File: src/rtl/traffic_light_top.sv
// Traffic light controller: RED -> YEL1 -> GREEN -> GBLINK -> YEL2 -> RED,
// with a synchronized "force red" button that parks the light in FORCE while held.
module traffic_light_top #(
  parameter int unsigned T_RED    = 200,
  parameter int unsigned T_YEL1   = 50,
  parameter int unsigned T_GREEN  = 200,
  parameter int unsigned T_GBLINK = 60,
  parameter int unsigned T_YEL2   = 50,
  parameter int unsigned T_TOGGLE = 10
) (
  input  logic clk,
  input  logic btn_res,
  input  logic btn,
  output logic led0,
  output logic led1,
  output logic led2
);

  localparam int unsigned CNT_W = 16;
  localparam int unsigned ST_W  = 3;
  localparam int unsigned LED_W = 3;

  localparam logic [2:0] ST_RED    = 3'd0;
  localparam logic [2:0] ST_YEL1   = 3'd1;
  localparam logic [2:0] ST_GREEN  = 3'd2;
  localparam logic [2:0] ST_GBLINK = 3'd3;
  localparam logic [2:0] ST_YEL2   = 3'd4;
  localparam logic [2:0] ST_FORCE  = 3'd5;

  // Last counter value of each timed phase
  localparam logic [CNT_W-1:0] RED_LAST    = CNT_W'(T_RED - 1);
  localparam logic [CNT_W-1:0] YEL1_LAST   = CNT_W'(T_YEL1 - 1);
  localparam logic [CNT_W-1:0] GREEN_LAST  = CNT_W'(T_GREEN - 1);
  localparam logic [CNT_W-1:0] GBLINK_LAST = CNT_W'(T_GBLINK - 1);
  localparam logic [CNT_W-1:0] YEL2_LAST   = CNT_W'(T_YEL2 - 1);
  localparam logic [CNT_W-1:0] TOG_LAST    = CNT_W'(T_TOGGLE - 1);

  // Lamp vector ordering: {green, yellow, red}
  localparam logic [LED_W-1:0] LED_RED    = 3'b001;
  localparam logic [LED_W-1:0] LED_YELLOW = 3'b010;
  localparam logic [LED_W-1:0] LED_GREEN  = 3'b100;
  localparam logic [LED_W-1:0] LED_OFF    = 3'b000;

  logic             sync1_q, sync1_d;
  logic             sync2_q, sync2_d;
  logic             btn_s;
  logic [ST_W-1:0]  state_q, state_d;
  logic [CNT_W-1:0] cnt_q, cnt_d;
  logic [CNT_W-1:0] tog_q, tog_d;
  logic             blink_q, blink_d;
  logic [LED_W-1:0] led_q, led_d;
  logic [CNT_W-1:0] phase_last;
  logic [ST_W-1:0]  phase_next;

  assign btn_s = sync2_q;

  // Per-state timing and successor in the normal cycle
  always_comb begin
    phase_last = '0;
    phase_next = ST_RED;
    case (state_q)
      ST_RED: begin
        phase_last = RED_LAST;
        phase_next = ST_YEL1;
      end
      ST_YEL1: begin
        phase_last = YEL1_LAST;
        phase_next = ST_GREEN;
      end
      ST_GREEN: begin
        phase_last = GREEN_LAST;
        phase_next = ST_GBLINK;
      end
      ST_GBLINK: begin
        phase_last = GBLINK_LAST;
        phase_next = ST_YEL2;
      end
      ST_YEL2: begin
        phase_last = YEL2_LAST;
        phase_next = ST_RED;
      end
      ST_FORCE: begin
        phase_last = '0;
        phase_next = ST_FORCE;
      end
      default: begin
        phase_last = '0;
        phase_next = ST_RED;
      end
    endcase
  end

  // Next state, phase counter, blink phase and lamp decode
  always_comb begin
    sync1_d = btn;
    sync2_d = sync1_q;
    state_d = state_q;
    cnt_d   = cnt_q + CNT_W'(1);
    tog_d   = '0;
    blink_d = 1'b1;
    led_d   = LED_RED;

    if (state_q == ST_FORCE) begin
      cnt_d = '0;
      if (!btn_s) begin
        state_d = ST_RED;
      end
    end else if (btn_s) begin
      state_d = ST_FORCE;
      cnt_d   = '0;
    end else if (cnt_q == phase_last) begin
      state_d = phase_next;
      cnt_d   = '0;
    end else if (state_q > ST_FORCE) begin
      state_d = ST_RED;
      cnt_d   = '0;
    end

    // Blink phase restarts lit on every entry into GBLINK
    if ((state_q == ST_GBLINK) && (state_d == ST_GBLINK)) begin
      if (tog_q == TOG_LAST) begin
        tog_d   = '0;
        blink_d = ~blink_q;
      end else begin
        tog_d   = tog_q + CNT_W'(1);
        blink_d = blink_q;
      end
    end

    case (state_d)
      ST_RED:    led_d = LED_RED;
      ST_YEL1:   led_d = LED_YELLOW;
      ST_GREEN:  led_d = LED_GREEN;
      ST_GBLINK: led_d = blink_d ? LED_GREEN : LED_OFF;
      ST_YEL2:   led_d = LED_YELLOW;
      ST_FORCE:  led_d = LED_RED;
      default:   led_d = LED_RED;
    endcase
  end

  always_ff @(posedge clk) begin
    if (!btn_res) begin
      sync1_q <= 1'b0;
      sync2_q <= 1'b0;
      state_q <= ST_RED;
      cnt_q   <= '0;
      tog_q   <= '0;
      blink_q <= 1'b1;
      led_q   <= LED_RED;
    end else begin
      sync1_q <= sync1_d;
      sync2_q <= sync2_d;
      state_q <= state_d;
      cnt_q   <= cnt_d;
      tog_q   <= tog_d;
      blink_q <= blink_d;
      led_q   <= led_d;
    end
  end

  assign led0 = led_q[0];
  assign led1 = led_q[1];
  assign led2 = led_q[2];

endmodule

File: config.mk
export PLATFORM = sky130hd
export DESIGN_NAME = traffic_light_top
export DESIGN_NICKNAME = d
export VERILOG_FILES = /design/src/rtl/traffic_light_top.sv
export SDC_FILE = /design/constraint.sdc
export NUM_CORES = 1
export LEC_CHECK = 0
export CAP_MARGIN = 10
export CORE_ASPECT_RATIO = 2
export CORE_MARGIN = 2
export CORE_UTILIZATION = 60
export DETAILED_ROUTE_END_ITERATION = 8
export PLACE_DENSITY_LB_ADDON = 0.25
export SYNTH_ARGS = -nofsm -noshare
export SYNTH_HDL_FRONTEND = slang
export SYNTH_SLANG_ARGS = --single-unit
File: constraint.sdc
create_clock -name clk -period 2.7 [get_ports clk]
set_input_delay 0.54 -clock clk [delete_from_list [all_inputs] [get_ports clk]]
set_output_delay 0.54 -clock clk [all_outputs]
set_load 0.03 [all_outputs]
==> results of run 1 <==
-- how the worst max path moves through the flow --
| stage | depth (start not counted) | start | endpoint | slack, ns |
|---|---|---|---|---|
| floorplan | 7 | state_q[2] | led_q[1] | 0.66 |
| global placement | 6 | state_q[0] | led_q[1] | 0.41 |
| detailed placement | 6 | state_q[0] | led_q[2] | 0.36 |
| CTS | 6 | state_q[0] | led_q[2] | 0.33 |
| global route | 6 | state_q[0] | led_q[2] | 0.18 |
| finish | 6 | state_q[0] | led_q[1] | 0.32 |
-- routing by layer --
layer	track usage	vias up	routed length [um]
li1	-	801	-
met1	0.255	733	1490
met2	0.397	26	2040
met3	0.0383	7	83
met4	0.110	0	76
met5	0	-	0
-- area by class of cell --
class,count,share of cell area
clock buffer,6,0.0344
multi-input combinational,175,0.511
inverter,7,0.0124
clock inverter,2,0.00474
timing repair buffer,7,0.0308
tap,31,0.0184
sequential,41,0.389
-- worst reg2reg max path, cell delays in order, from the launching register on --
cell,delay [ns]
dfxtp_1,0.61
o21a_2,0.23
mux2i_1,0.10
o32a_4,0.37
o41a_1,0.37
or4_1,0.42
and3_1,0.18
-- cell families (layout without fill, tap and decap cells) --
kind of cell	count (synthesis)	after routing	share of synthesized area
buffers and inverters	15	22	0.0398
AO/OA/AOI/OAI	26	26	0.101
multiplexers	1	1	0.00506
adder cells (fa/ha/maj)	3	3	0.0190
flip-flops	41	41	0.415
AND/OR/NAND/NOR	115	115	0.287
XOR/XNOR	30	30	0.133
-- per-stage QoR --
stage,instances,worst slack (ns),hold WS [ns],util,power [mW]
after detailed placement,261,0.362,0.428,0.643,0.724
after global placement,261,0.412,0.414,0.643,0.722
final,269,0.323,0.440,0.669,1.08
after global routing,269,0.176,0.454,0.669,1.13
after CTS,269,0.335,0.443,0.669,1.09
after floorplan,231,0.657,0.412,-,0.703
-- registers in the layout, indices dropped and copies added, names as in the netlist --
register,flops
cnt_q,16
tog_q,16
led_q,3
state_q,3
blink_q,1
btn_s,1
sync1_q,1
-- layout by cell type, fill, tap and decap left out, drive strengths merged, types with 2 or more instances in the layout --
master / synthesis / routed
a31oi: 2 / 2
o21ai: 5 / 5
clkinv: 0 / 2
nand4: 3 / 3
nand2: 15 / 15
nand2b: 4 / 4
nor3: 3 / 3
nand4b: 2 / 2
clkbuf: 1 / 6
xnor2: 13 / 13
nor4: 5 / 5
o31ai: 2 / 2
ha: 3 / 3
inv: 7 / 7
and2: 3 / 3
and2b: 2 / 2
or4: 2 / 2
dfxtp: 41 / 41
or3: 2 / 2
a21oi: 3 / 3
nor4b: 2 / 2
a211oi: 2 / 2
nor2: 47 / 47
clkdlybuf4s50: 0 / 5
nand3: 12 / 12
and3: 10 / 10
buf: 7 / 2
xor2: 17 / 17
a2bb2oi: 2 / 2
a21o: 2 / 2
-- power breakdown --
group	total, mW	switching [mW]	leakage [nW]	internal (mW)
sequential	0.629	0.0142	0.332	0.615
combinational	0.0820	0.0451	0.398	0.0369
clock	0.372	0.193	0.0450	0.179
total	1.08	0.252	0.775	0.830
==> flow_metrics.py, run 1 <==
metrics = {
    "layout": {
        "multi_input_area_um2": 1080,
        "num_antenna_cells": 0,
        "syn_to_final_growth_pct": 6.77,
        "nNetsFinal": 243,
        "fillers": 272,
        "final-seq-area_um2": 821,
        "finalInstanceArea_um2": 2110,
        "drive_gt1_frac": 0.0504,
    },
    "synth": {
        "syn-cell-area_um2": 1980,
        "seq_area_frac_synth": 0.415,
        "synthArstFlopShare": 0,
        "avgSynthCellArea_um2": 8.56,
        "yosys-top-cells-area": "dfxtp_1, nor2_1, xor2_1",
        "synth.distinct_cells": 42,
        "synth_edf_count": 0,
        "yosysTopAreaCellShare": 0.415,
        "synthTopCellsByCount": "nor2_1, dfxtp_1, xor2_1",
        "syn_nets": 237,
        "synth_cells": 231,
        "synth_top_flop_cell": "dfxtp_1",
        "yosysTopAreaCell": "dfxtp_1",
        "synth_seq_cells": 41,
        "synth_most_common_cell": "nor2_1",
        "yosys_warnings": 0,
    },
    "critical_path": {
        "critPathBufInv": 0,
        "critical_path_class": "reg2reg",
        "worstPathMaxFanout": 16,
        "cp_slowest_cell": "dfxtp_1",
        "path_cells": "o21a_2 -> mux2i_1 -> o32a_4 -> o41a_1 -> or4_1 -> and3_1",
        "cp.arrival_ns": 2.56,
        "crit_family": "compound AO/OA/AOI/OAI gates",
        "r2r_end": "led_q[1]",
        "r2r-start": "state_q[0]",
        "end_kind": "flip-flop",
        "crit_required_ns": 2.88,
        "reg2reg_depth": 6,
        "start_kind": "flip-flop",
        "reg2reg_slack_ns": 0.32,
        "slowest_delay_ns": 0.61,
    },
    "routing": {
        "vias": 1567,
        "drcViolationCount": 0,
        "wl_um": 3690,
        "first_iter_violations": 42,
        "drtPass1Iterations": 6,
        "viasPerCell": 5.83,
        "ant_nets": 0,
        "wl_per_cell_um": 13.7,
    },
    "clocking": {
        "cts_tree": "done",
        "cts_root_buf": "clkbuf_8",
        "path_clk_slew_ns": 0.07,
        "cts.sinks": 41,
        "cts_resized": 0,
        "ctsHtreeMaxLevel": 2,
        "ctsHoldBuffers": 0,
        "cts_buffers": 5,
        "clock_path_buffers": 2,
        "clock_latency_ns": 0.29,
        "post_cts_buffers": 0,
    },
    "floorplan": {
        "core_area_um2": 3160,
        "start_util": 0.627,
        "num_rows": 29,
        "die_w_um": 44.6,
        "die-height_um": 85.2,
        "io_pins": 6,
        "die_area_um2": 3800,
    },
    "sta": {
        "skew_ns": 0.00712,
        "slew_headroom": 0.695,
        "hold_viol": 0,
        "fmax_mhz": 421,
        "drv_slew": 0,
        "fin_crit_sh": 0.881,
        "worst_slew_pin_slew_ns": 0.456,
        "fin_tns_setup_ns": 0,
        "setup_viol": 0,
        "rsz0062_at_grt": "no",
        "min_period_ns": 2.38,
    },
    "run_status": {
        "status": "complete, no violations",
    },
    "grt": {
        "antenna_found_initial": 0,
        "grt_pass1_vias": 1546,
        "grt_max_degree": 17,
        "grt_pass1_wl_um": 6610,
        "grt_usage": 0.229,
        "grt_overflow": 0,
    },
    "min_path": {
        "min_from": "sync1_q",
        "hold_depth": 1,
        "hold_path_class": "reg2reg",
        "min_to": "btn_s",
    },
    "power": {
        "p_per_area_nw_per_um2": 513,
        "p_leak_nw": 0.775,
        "peakVddDrop_mv": 0.483,
    },
    "placed_design": {
        "routabilityCongestion": 0.901,
        "dpl-instance-area_um2": 2030,
        "numPortBuffers": 5,
        "hpwl_um": 2700,
    },
    "flow_run": {
        "maxCapViolations": 0,
    },
}
No activity file was read; power rests on OpenSTA's default activity.
==> run 2: changes to the inputs <==
--- a/config.mk
+++ b/config.mk
@@ -11,6 +11,7 @@
 export CORE_UTILIZATION = 60
 export DETAILED_ROUTE_END_ITERATION = 8
 export PLACE_DENSITY_LB_ADDON = 0.25
+export SLEW_MARGIN = 30
 export SYNTH_ARGS = -nofsm -noshare
 export SYNTH_HDL_FRONTEND = slang
 export SYNTH_SLANG_ARGS = --single-unit
==> constraint.sdc (replaced) <==
create_clock -name clk -period 2.7 [get_ports clk]
set_input_delay 0.54 -clock clk [delete_from_list [all_inputs] [get_ports clk]]
set_output_delay 0.54 -clock clk [all_outputs]
set_load 0.1 [all_outputs]
==> run 2 against run 1 <==
Effect of this change:
- sequential share of layout area is 0.79 points lower
- first-iteration DRC count increased by 12%
- global-route usage rose by 0.65 points
- fmax is 1.1% higher
- cell area rose by 2.1%
- final cell count did not move
- count of clock-buffer cells in the layout is 1 lower
- combinational power up 17%
==> flow_metrics.py, run 2 (synthesis gave the netlist of run 1 again) <==
metrics = {
    "run_status": {
        "status": "complete, no violations",
    },
    "layout": {
        "fillers": 265,
        "layout_commonest_cell": "nor2_1",
        "num_antenna_cells": 0,
        "layout_common_cells": "nor2_1, dfxtp_1, xor2_1",
        "drive_gt1_frac": 0.0672,
        "finalInstanceArea_um2": 2160,
        "top_regs": "cnt_q (16), tog_q (16)",
        "syn_to_final_growth_pct": 8.98,
        "nNetsFinal": 243,
    },
    "floorplan": {
        "num_rows": 29,
        "core_area_um2": 3160,
        "die_area_um2": 3800,
        "start_util": 0.627,
        "die-height_um": 85.2,
        "die_w_um": 44.6,
        "io_pins": 6,
    },
    "placed_design": {
        "hpwl_um": 2760,
        "routabilityCongestion": 0.924,
        "dpl-instance-area_um2": 2020,
        "numPortBuffers": 5,
    },
    "routing": {
        "ant_nets": 0,
        "first_iter_violations": 47,
        "viasPerCell": 6.02,
        "drtPass1Iterations": 5,
        "vias": 1620,
        "drcViolationCount": 0,
        "wl_per_cell_um": 14.2,
        "wl_um": 3810,
    },
    "flow_run": {
        "maxCapViolations": 0,
    },
    "clocking": {
        "clock_path_buffers": 2,
        "cts_root_buf": "clkbuf_8",
        "clock_latency_ns": 0.29,
        "post_cts_buffers": 0,
        "cts.sinks": 41,
        "ctsHtreeMaxLevel": 2,
        "cts_tree": "done",
        "cts_buffers": 5,
        "ctsHoldBuffers": 0,
        "path_clk_slew_ns": 0.08,
        "cts_resized": 0,
    },
    "sta": {
        "setup_viol": 0,
        "fmax_mhz": 425,
        "rsz0062_at_grt": "no",
        "slew_headroom": 0.682,
        "fin_crit_sh": 0.871,
        "fin_tns_setup_ns": 0,
        "drv_slew": 0,
        "min_period_ns": 2.35,
        "skew_ns": 0.00935,
        "hold_viol": 0,
        "worst_slew_pin_slew_ns": 0.473,
    },
    "critical_path": {
        "start_kind": "flip-flop",
        "end_kind": "flip-flop",
        "critical_path_class": "reg2reg",
        "worstPathMaxFanout": 16,
        "cp.arrival_ns": 2.56,
        "crit_required_ns": 2.91,
    },
    "grt": {
        "grt_pass1_wl_um": 6820,
        "grt_overflow": 0,
        "grt_pass1_vias": 1612,
        "grt_max_degree": 17,
        "grt_usage": 0.235,
        "antenna_found_initial": 0,
    },
    "power": {
        "p_per_area_nw_per_um2": 602,
        "p_leak_nw": 0.802,
        "peakVddDrop_mv": 0.499,
    },
    "min_path": {
        "hold_path_class": "reg2reg",
    },
}
-- run 2: cell count changes in the layout (fill, tap and decap cells not counted), sizes merged --
cell           delta
clkdlybuf4s50     -3
clkbuf            -1
buf               +3
clkinv            -1
bufinv            +2
-- run 2: where the power goes --
group          internal [mW]  total, mW  switching (mW)
Combinational         0.0356     0.0963          0.0607
Clock                  0.367      0.572           0.205
Sequential             0.614      0.629          0.0143
Total                   1.02       1.30           0.280
-- run 2: stage by stage --
step | hold WS [ns] | setup slack, ns | std cells | total power [mW] | utilization
after global routing | 0.457 | 0.223 | 269 | 1.34 | 0.683
after detailed placement | 0.421 | 0.378 | 261 | 0.739 | 0.641
after floorplan | 0.412 | 0.657 | 231 | 0.719 | -
final | 0.438 | 0.349 | 269 | 1.30 | 0.683
after global placement | 0.414 | 0.431 | 261 | 0.737 | 0.641
after CTS | 0.443 | 0.360 | 269 | 1.31 | 0.683
-- run 2: worst paths after layout --
kind	slack, ns	endpoint	startpoint	cells past startpoint
max	0.35	led_q[2]	state_q[0]	6
min	0.44	btn_s	sync1_q	1
max reg2reg	0.35	led_q[2]	state_q[0]	6
min reg2reg	0.44	btn_s	sync1_q	1
-- run 2: critical path: stages (launching register included) --
cell,delay (ns)
dfxtp_1,0.58
o21a_2,0.22
mux2i_1,0.09
o32a_4,0.37
o41a_1,0.37
or4_1,0.42
a211oi_1,0.21
-- run 2: area by class of cell --
cell class | count | area (um^2) | area share
timing repair buffer | 7 | 57.6 | 0.0267
tap | 31 | 38.8 | 0.0180
clock buffer | 5 | 68.8 | 0.0319
sequential | 41 | 821 | 0.381
clock inverter | 3 | 65.1 | 0.0302
multi-input combinational | 175 | 1080 | 0.500
inverter | 7 | 26.3 | 0.0122
-- run 2: routing by layer --
layer | vias to the layer above | global-route usage | part of all wire
met4 | 0 | 0.121 | 0.019
li1 | 810 | - | -
met1 | 773 | 0.238 | 0.39
met5 | - | 0 | 0
met2 | 31 | 0.422 | 0.57
met3 | 6 | 0.0489 | 0.022
